--- src/rtl/keystream_packer.sv ---
`default_nettype none
// ============================================================================
// Module      : keystream_packer
// Description : Discards a warm-up run of serial keystream bits, then packs
//               the following bits into bytes behind a one-deep holding stage.
// Revision    : 1.0 - initial release
// ============================================================================
module keystream_packer #(
    parameter int WARMUP_BITS = 1152,
    parameter bit LSB_FIRST   = 1'b1
) (
    input  logic       clk,
    input  logic       rst_n,
    input  logic       ena,
    input  logic       restart,
    input  logic       bit_in,
    input  logic       bit_valid,
    output logic       bit_ready,
    input  logic       keystream_read,
    output logic [7:0] keystream_byte,
    output logic       keystream_valid,
    output logic       warmup_done
);

    localparam int C_WCW = ($clog2(WARMUP_BITS + 1) > 0) ? $clog2(WARMUP_BITS + 1) : 1;
    localparam logic [C_WCW-1:0] C_WARM_LAST = C_WCW'(WARMUP_BITS);

    typedef enum logic [0:0] {
        ST_WARMUP = 1'b0,
        ST_PACK   = 1'b1
    } state_t;

    state_t             r_state;
    state_t             w_state_next;
    logic [C_WCW-1:0]   r_warm_cnt;
    logic [C_WCW-1:0]   w_warm_inc;
    logic [2:0]         r_bit_cnt;
    logic [7:0]         r_asm;
    logic [7:0]         w_asm_next;
    logic [7:0]         r_byte;
    logic               r_valid;
    logic               r_done;
    logic               w_bit_ready;
    logic               w_xfer;
    logic               w_read;
    logic               w_complete;
    logic               w_warm_exit;

    // The 8th bit of a byte may only be taken when the holding stage frees up.
    assign w_bit_ready = ena && (r_state == ST_WARMUP || r_bit_cnt != 3'd7 ||
                                 !r_valid || keystream_read);
    assign w_xfer      = bit_valid && w_bit_ready;
    assign w_read      = ena && keystream_read && r_valid;
    assign w_complete  = (r_state == ST_PACK) && w_xfer && (r_bit_cnt == 3'd7);
    assign w_warm_inc  = r_warm_cnt + C_WCW'(1);
    assign w_warm_exit = (WARMUP_BITS == 0) ? ena : (w_xfer && (w_warm_inc == C_WARM_LAST));

    generate
        if (LSB_FIRST) begin : g_lsb_first
            assign w_asm_next = {bit_in, r_asm[7:1]};
        end else begin : g_msb_first
            assign w_asm_next = {r_asm[6:0], bit_in};
        end
    endgenerate

    always_comb begin
        w_state_next = r_state;
        if (restart) begin
            w_state_next = ST_WARMUP;
        end else if (r_state == ST_WARMUP && w_warm_exit) begin
            w_state_next = ST_PACK;
        end
    end

    always_ff @(posedge clk) begin
        if (!rst_n) begin
            r_state <= ST_WARMUP;
        end else begin
            r_state <= w_state_next;
        end
    end

    always_ff @(posedge clk) begin
        if (!rst_n) begin
            r_warm_cnt <= '0;
            r_bit_cnt  <= 3'd0;
            r_asm      <= 8'h00;
            r_byte     <= 8'h00;
            r_valid    <= 1'b0;
            r_done     <= 1'b0;
        end else if (restart) begin
            // A held byte belongs to the old key and is dropped.
            r_warm_cnt <= '0;
            r_bit_cnt  <= 3'd0;
            r_asm      <= 8'h00;
            r_valid    <= 1'b0;
            r_done     <= 1'b0;
        end else begin
            if (r_state == ST_WARMUP) begin
                if (w_warm_exit) begin
                    r_done     <= 1'b1;
                    r_warm_cnt <= '0;
                end else if (w_xfer) begin
                    r_warm_cnt <= w_warm_inc;
                end
            end else if (w_xfer) begin
                r_asm     <= w_asm_next;
                r_bit_cnt <= r_bit_cnt + 3'd1;
            end

            if (w_complete) begin
                r_byte  <= w_asm_next;
                r_valid <= 1'b1;
            end else if (w_read) begin
                r_valid <= 1'b0;
            end
        end
    end

    assign bit_ready       = w_bit_ready;
    assign keystream_byte  = r_byte;
    assign keystream_valid = r_valid;
    assign warmup_done     = r_done;

endmodule
`default_nettype wire

--- config.mk ---
export PLATFORM = sky130hd
export DESIGN_NAME = keystream_packer
export DESIGN_NICKNAME = d
export VERILOG_FILES = /design/src/rtl/keystream_packer.sv
export SDC_FILE = /design/constraint.sdc
export NUM_CORES = 1
export LEC_CHECK = 0
export CAP_MARGIN = 0
export CORE_MARGIN = 2
export CORE_UTILIZATION = 34
export CTS_BUF_LIST = sky130_fd_sc_hd__clkbuf_4
export CTS_CLUSTER_SIZE = 14
export DETAILED_ROUTE_END_ITERATION = 7
export GPL_TIMING_DRIVEN = 0
export SETUP_SLACK_MARGIN = 0.3
export SKIP_CTS_REPAIR_TIMING = 1
export SYNTH_ARGS = -nofsm -noshare
export SYNTH_HDL_FRONTEND = slang
export SYNTH_SLANG_ARGS = --single-unit
--- constraint.sdc ---
create_clock -name clk -period 2.3 [get_ports clk]
set_input_delay 0.69 -clock clk [delete_from_list [all_inputs] [get_ports clk]]
set_output_delay 0.69 -clock clk [all_outputs]
set_load 0.05 [all_outputs]
==> results of run 1 <==
-- final cells by class --
| class | count | area share [%] |
|---|---|---|
| inverters | 1 | 0.1972 |
| flip-flops and latches | 31 | 32.74 |
| clock buffers | 6 | 2.367 |
| repair buffers | 18 | 11.64 |
| well taps | 52 | 3.419 |
| multi-input cells | 121 | 46.88 |
| clock inverters | 2 | 0.3945 |
| plain buffers | 8 | 2.367 |
-- final timing paths --
path                                     start                            to  slack [ns]
setup / recovery     r_bit_cnt[0]$_SDFFE_PP0P_                     bit_ready        0.10
hold / removal    keystream_valid$_SDFFE_PP0P_  keystream_valid$_SDFFE_PP0P_        0.51
setup reg to reg    r_warm_cnt[0]$_SDFFE_PP0P_          r_state$_SDFFE_PP0P_        0.37
hold reg to reg   keystream_valid$_SDFFE_PP0P_  keystream_valid$_SDFFE_PP0P_        0.51
-- tightest hold or removal path: stages, from the launching register on --
cell and delay [ns]:
dfxtp_1 0.34, nand2_1 0.06, a21oi_1 0.06
-- registers in the layout, summed over array words and instances (netlist names) --
signal and count:
keystream_byte 8, keystream_valid 1, r_state 1, r_bit_cnt 3, r_asm 7, r_warm_cnt 11
-- metal layers --
layer	vias up	GRT usage [%]	share of wire, %
li1	628	-	-
met1	603	15.57	44
met2	33	22.33	49
met3	8	4.762	4.3
met4	0	7.906	2.9
met5	-	0	0
-- cell usage in the layout, fill, tap and decap left out, types with 2 or more instances in the layout --
cell type and count:
a21oi_1 4, and3_1 2, buf_2 4, buf_6 2, clkbuf_2 2, clkbuf_4 6, clkdlybuf4s50_1 4, clkinv_1 2
dfxtp_1 29, dfxtp_2 2, dlymetal6s2s_1 12, ha_1 4, mux2i_1 17, nand2_1 9, nand2b_1 2, nand3_1 7
nand4_1 3, nor2_1 17, nor2b_1 10, nor3_1 2, nor3_4 2, nor4_1 2, nor4_2 3, o211ai_1 2
o21ai_0 3, o21ai_1 3, or2_1 2, or3_1 4, xnor2_1 3, xor2_1 6
-- logic make-up after synthesis --
kind of cell,after synthesis,share of synthesized area [%]
mux,17,11.34
flops,31,41.37
xor+xnor,9,5.255
compound gates,19,8.090
fa+ha+maj,4,3.336
buf+inv,9,3.002
simple gates,72,27.61
-- through the flow --
| stage | worst slack [ns] | power (uW) | std cells | setup TNS (ns) | hold slack (ns) |
|---|---|---|---|---|---|
| after global routing | 0.02393 | 935.2 | 239 | 0 | 0.5390 |
| after detailed placement | -0.7330 | 594.6 | 230 | -4.481 | 0.4870 |
| after CTS | -0.7328 | 905.9 | 238 | -0.7328 | 0.5041 |
| after floorplan | 0.4371 | 571.8 | 161 | 0 | 0.4637 |
| final | 0.1021 | 888.0 | 239 | 0 | 0.5092 |
| after global placement | -0.7130 | 593.5 | 230 | -3.364 | 0.4733 |
-- report_power, final --
group	internal, uW	switching, uW	total, uW
Clock	125	180	305
Combinational	18.7	25.4	44.1
Sequential	537	1.52	539
Total	681	207	888
==> metrics.yaml, run 1 <==
place.gp.congestion: 0.9311
fillCellCount: 414
maxCapViolations: 0
crit_slowest_cell: "dfxtp_1"
setup_viol: 0
synthCells: 161
post_dp_cell_area_sq_um: 1743
critPathKind: "flip-flop to primary output"
dieWidth_um: 70.43
powerDensity_nw_per_um2: 466.6
grt_pass1_vias: 1195
slew_viol_final: 0
rsz0062_at_grt: "yes"
synth_most_common_cell: "dfxtp_1"
fin_nets: 197
h-tree-depth: 2
drc: 0
portBuffers: 17
grt_usage_pct: 13.76
synth_edf_count: 0
path_max_fanout: 3
grt-ovfl-total: 0
synth_nets: 172
synth_area_leaders: "dfxtp_1, mux2i_1, nor2b_1"
dieArea_sq_um: 4960
register_area_sq_um: 623.1
cts_buffers: 5
die_y_um: 70.43
cp_slowest_stage_delay_ns: 0.33
crit_top_cell: "ha_1"
max_freq_mhz: 455.0
crit_required_ns: 1.61
clk_path_buf_depth: 2
dp_hpwl_um: 2349
yosys.area.top_type_share_pct: 41.37
multiInputGateArea_sq_um: 892.1
hold_path_class: "flip-flop to flip-flop"
async_flop_share_pct: 0
syn_area_per_cell_sq_um: 9.318
vias: 1272
cp_cell_sequence: "ha_1 > ha_1 > and4b_4 > nor2b_4 > buf_6"
area.growth.synth_to_final_pct: 26.86
drt-pass1-iter-count: 4
grt_max_degree: 11
vdd_drop_max_mv: 0.3512
antenna_left: 0
coreArea_sq_um: 4294
ys.flop_type: "dfxtp_1"
synthTopCellsByCount: "dfxtp_1, mux2i_1, nor2_1, nor2b_1, nand2_1"
crit_cells: 5
hold_violations: 0
ys_types: 39
start_util_pct: 34.94
cts_tree: "done"
worst_slew_pin_slew_ns: 0.5220
antenna_found_initial: 0
crit_family: "adder cells"
leakagePower_uw: 0.0008942
rows: 24
avgViaCountPerCell: 5.322
ys_ff_latch: 31
clkTransAtPathRegs_ns: 0.09
arrival_ns: 1.51
yosysTopAreaCell: "dfxtp_1"
whs_path_depth: 2
cts_root_buf: "clkbuf_4"
skew_ns: 0.01050
fin_util_pct: 44.32
min_period_over_period_pct: 95.56
yosysWarnings: 0
drive_gt1_share_pct: 15.51
wl_per_cell_um: 13.78
drt_wl_total_um: 3294
ios: 18
relSlewSlack_pct: 65.14
seq_area_frac_synth_pct: 41.37
cts.sink_count: 31
period_minus_slack_ns: 2.198
fin_area_sq_um: 1903
outcome: "complete, no violations"
critPathBufInv: 1
reg2reg_depth: 7
diodes: 0
drt_iter0_drc: 19
syn_area_sq_um: 1500
clock_latency_ns: 0.32
cp-end-kind: "primary output"
grt_pass1_wl_um: 5375
cp-start-kind: "flip-flop"
Note: power is estimated with default switching activity, not from simulation.
==> run 2: changes to the inputs <==
CORE_ASPECT_RATIO = 2   (was default)
clock period = 2.36 ns   (was 2.3 ns; I/O delays follow)
==> metrics.yaml, run 2 (synthesized netlist as in run 1, its figures left out) <==
setup_ws_ns: 0.1516
diodes: 0
min_period_over_period_pct: 93.58
fillCellCount: 446
hold_path_class: "flip-flop to flip-flop"
fin_nets: 198
crit_slowest_cell: "dfxtp_2"
h-tree-depth: 2
drive_gt1_share_pct: 18.62
cp_cell_sequence: "ha_1 > ha_2 > and4b_4 > nor2b_4 > buf_8"
cp-start-kind: "flip-flop"
area.growth.synth_to_final_pct: 30.53
min_to: "keystream_valid$_SDFFE_PP0P_"
drt-pass1-iter-count: 2
hp-start: "keystream_valid$_SDFFE_PP0P_"
fin_tns_setup_ns: 0
dp_hpwl_um: 2516
drc: 0
fin_area_sq_um: 1958
critPathKind: "flip-flop to primary output"
antenna_left: 0
vias: 1247
grt-ovfl-total: 0
slew_viol_final: 0
rows: 34
cts_buffers: 5
layout_commonest_cell: "dfxtp_1"
ios: 18
relSlewSlack_pct: 64.80
antenna_found_initial: 0
dpl_worst_slack_ns: -0.7154
worst_slew_pin_slew_ns: 0.5262
rsz0062_at_grt: "yes"
powerDensity_nw_per_um2: 500.8
drt_iter0_drc: 6
maxCapViolations: 0
grt_pass1_vias: 1263
cp_slowest_stage_delay_ns: 0.33
largest_reg_flops: 11
clock_latency_ns: 0.34
worst_r2r_endpoint: "r_warm_cnt[10]$_SDFFE_PP0P_"
dieWidth_um: 50.97
coreArea_sq_um: 4297
die_y_um: 97.94
post_dp_cell_area_sq_um: 1740
vdd_drop_max_mv: 0.5113
portBuffers: 17
place.gp.congestion: 0.8093
hold_violations: 0
grt_max_degree: 11
reg2reg_depth: 8
cts_tree: "done"
path_max_fanout: 2
crit_required_ns: 1.65
leakagePower_uw: 0.0009081
r2r_slack_ns: 0.42
wl_per_cell_um: 14.17
cts.sink_count: 31
whs_path_depth: 2
final_cell_mix: "dfxtp_1, nor2_1, mux2i_1, dlymetal6s2s_1, nor2b_1"
skew_ns: 0.01388
grt_usage_pct: 14.90
arrival_ns: 1.50
dieArea_sq_um: 4992
drt_wl_total_um: 3428
clk_path_buf_depth: 2
setup_viol: 0
worstReg2RegStart: "r_bit_cnt[0]$_SDFFE_PP0P_"
start_util_pct: 34.92
cp-end-kind: "primary output"
cts_root_buf: "clkbuf_4"
avgViaCountPerCell: 5.153
clkTransAtPathRegs_ns: 0.10
max_freq_mhz: 452.8
period_minus_slack_ns: 2.208
top_register: "r_warm_cnt"
grt_pass1_wl_um: 5658
outcome: "complete, no violations"
run 2: layout make-up:
cell class,instances,area (sq um),area share (%)
buffer,8,45.04,2.300
clock buffer,5,37.54,1.917
clock inverter,3,38.79,1.981
inverter,1,3.754,0.1917
multi-input combinational,121,920.9,47.03
sequential,31,624.3,31.88
tap,54,67.56,3.450
timing repair buffer,19,220.2,11.25
run 2: per-stage QoR:
stage | power, uW | std cells | hold WS, ns | utilization [%]
6_report | 980.7 | 242 | 0.4864 | 45.57
4_1_cts | 991.8 | 240 | 0.4973 | 42.28
3_3_place_gp | 577.9 | 232 | 0.4705 | 40.51
5_1_grt | 1019 | 242 | 0.5329 | 45.57
3_5_place_dp | 578.9 | 232 | 0.4799 | 40.51
2_1_floorplan | 556.6 | 161 | 0.4637 | -
run 2: layer usage:
metal | track usage (%) | routed length [um] | vias up | share of wire [%]
met5 | 0 | 0 | - | 0
met4 | 7.484 | 93 | 0 | 2.7
met3 | 3.670 | 89 | 7 | 2.6
met2 | 27.67 | 2001 | 20 | 58
met1 | 14.39 | 1243 | 594 | 36
li1 | - | - | 626 | -
run 2: report_power, final:
| part | total, uW | leakage, uW | switching, uW | internal (uW) |
|---|---|---|---|---|
| clock | 410 | 0.0000426 | 192 | 218 |
| sequential | 525 | 0.000251 | 1.56 | 524 |
| combinational | 45.4 | 0.000614 | 26.1 | 19.2 |
| total | 981 | 0.000908 | 220 | 761 |
run 2: critical path, delay by kind of cell, from the launching register on:
kind,cells,cell delay [ns]
fa+ha+maj,2,0.37
flops,1,0.33
buf+inv,1,0.15
simple gates,2,0.31
run 2: worst max path at each step:
stage,from,endpoint,slack (ns),cells after the start
2_1_floorplan,keystream_read,bit_ready,0.31,2
3_3_place_gp,keystream_read,bit_ready,-0.67,4
3_5_place_dp,keystream_read,bit_ready,-0.72,4
4_1_cts,keystream_read,bit_ready,-0.72,4
5_1_grt,r_bit_cnt[0]$_SDFFE_PP0P_,bit_ready,0.09,5
6_report,r_bit_cnt[0]$_SDFFE_PP0P_,bit_ready,0.15,5
==> run 3: changes to the inputs <==
CORE_ASPECT_RATIO = 1.25   (was 2)
CORE_UTILIZATION = 30   (was 34)
CTS_CLUSTER_DIAMETER = 120   (was default)
==> metrics.yaml, run 3 (synthesized netlist as in run 1, its figures left out) <==
outcome: "complete, no violations"
clkTransAtPathRegs_ns: 0.10
skew_ns: 0.002542
slew_viol_final: 0
drive_gt1_share_pct: 17.55
grt_pass1_wl_um: 5540
grt-ovfl-total: 0
critPathKind: "input port to primary output"
crit_required_ns: 1.65
dieArea_sq_um: 5586
hold_violations: 0
arrival_ns: 1.56
crit_family: "buffers and inverters"
antenna_left: 0
largest_reg_flops: 11
cp_cell_sequence: "clkdlybuf4s50_1 > nor2b_4 > buf_6"
cp-end-kind: "primary output"
top_register: "r_warm_cnt"
clock_latency_ns: 0.33
min_period_over_period_pct: 95.95
clk_path_buf_depth: 2
maxCapViolations: 0
area.growth.synth_to_final_pct: 28.86
final_cell_mix: "dfxtp_1, nor2_1, mux2i_1, dlymetal6s2s_1, nor2b_1"
rsz0062_at_grt: "yes"
intPower_uw: 758.9
grt_usage_pct: 12.88
avgViaCountPerCell: 5.048
place.gp.congestion: 0.8422
fin_nets: 198
p_sw_uw: 213.6
ios: 18
cp_slowest_stage_delay_ns: 0.52
grt_pass1_vias: 1205
cts_buffers: 5
period_minus_slack_ns: 2.264
dieWidth_um: 67.25
wl_per_cell_um: 12.88
p_seq_share_pct: 53.9
vdd_drop_max_mv: 0.2545
cts_tree: "done"
cts_root_buf: "clkbuf_4"
leakagePower_uw: 0.0009059
critPathBufInv: 2
portBuffers: 17
die_y_um: 83.06
worst_slew_pin_slew_ns: 0.5183
h-tree-depth: 2
dp_hpwl_um: 2306
setup_viol: 0
drt_iter0_drc: 42
clkPwrFrac_pct: 41.7
fin_tns_setup_ns: 0
post_dp_cell_area_sq_um: 1748
cp-start-kind: "input port"
p_comb_share_pct: 4.4
powerDensity_nw_per_um2: 503.1
rows: 28
drc: 0
path_max_fanout: 4
diodes: 0
drt_wl_total_um: 3193
vias: 1252
start_util_pct: 31.49
hold_path_class: "flip-flop to flip-flop"
cts.sink_count: 31
antenna_found_initial: 0
p_sw_share_pct: 21.96
fillCellCount: 495
grt_max_degree: 11
relSlewSlack_pct: 65.39
layout_commonest_cell: "dfxtp_1"
fin_area_sq_um: 1933
coreArea_sq_um: 4765
max_freq_mhz: 441.6
drt-pass1-iter-count: 4
crit_slowest_cell: "clkdlybuf4s50_1"
## run 3: power by group through the flow
stage / clock network (uW) / registers [uW] / logic [uW]
6_report: 405 / 524 / 43.1
5_1_grt: 448 / 525 / 47.8
4_1_cts: 422 / 525 / 41.7
3_5_place_dp: 0 / 537 / 41.6
3_3_place_gp: 0 / 537 / 41.5
2_1_floorplan: 0 / 537 / 20.0
## run 3: metrics by stage
| stage | setup WS, ns | hold slack, ns | power, uW | util (%) | std cells |
|---|---|---|---|---|---|
| final | 0.09553 | 0.4973 | 972.5 | 40.57 | 248 |
| after global routing | 0.04715 | 0.5268 | 1021 | 40.57 | 248 |
| after CTS | -0.7107 | 0.5011 | 988.9 | 38.29 | 246 |
| after detailed placement | -0.7106 | 0.4836 | 578.7 | 36.69 | 238 |
| after global placement | -0.7043 | 0.4809 | 578.5 | 36.69 | 238 |
| after floorplan | 0.3142 | 0.4637 | 556.6 | - | 161 |
## run 3: path summary, 6_finish.rpt
kind	from	end	slack, ns	depth (start not counted)
setup / recovery	ena	bit_ready	0.1	3
hold / removal	keystream_valid$_SDFFE_PP0P_	keystream_valid$_SDFFE_PP0P_	0.50	2
setup reg to reg	r_warm_cnt[1]$_SDFFE_PP0P_	r_state$_SDFFE_PP0P_	0.40	8
hold reg to reg	keystream_valid$_SDFFE_PP0P_	keystream_valid$_SDFFE_PP0P_	0.50	2
## run 3: routing by layer
layer | wire length, um | GRT usage, % | share of wire, %
met1 | 1363 | 15.74 | 43
met2 | 1551 | 19.98 | 49
met3 | 197 | 4.878 | 6.2
met4 | 80 | 5.195 | 2.5
met5 | 0 | 0 | 0
## run 3: layout make-up
type	count	area, sq um	area share, %
Buffer	8	45.04	2.330
Tap cell	60	75.07	3.884
Multi-Input combinational cell	121	879.6	45.50
Sequential cell	31	626.9	32.43
Clock buffer	5	37.54	1.942
Timing Repair Buffer	19	226.5	11.72
Clock inverter	3	38.79	2.006
Inverter	1	3.754	0.1942
## run 3: tightest hold or removal path, stage by stage (launching register included)
cell     delay [ns]
dfxtp_1        0.35
nand2_1        0.06
a21oi_1        0.05
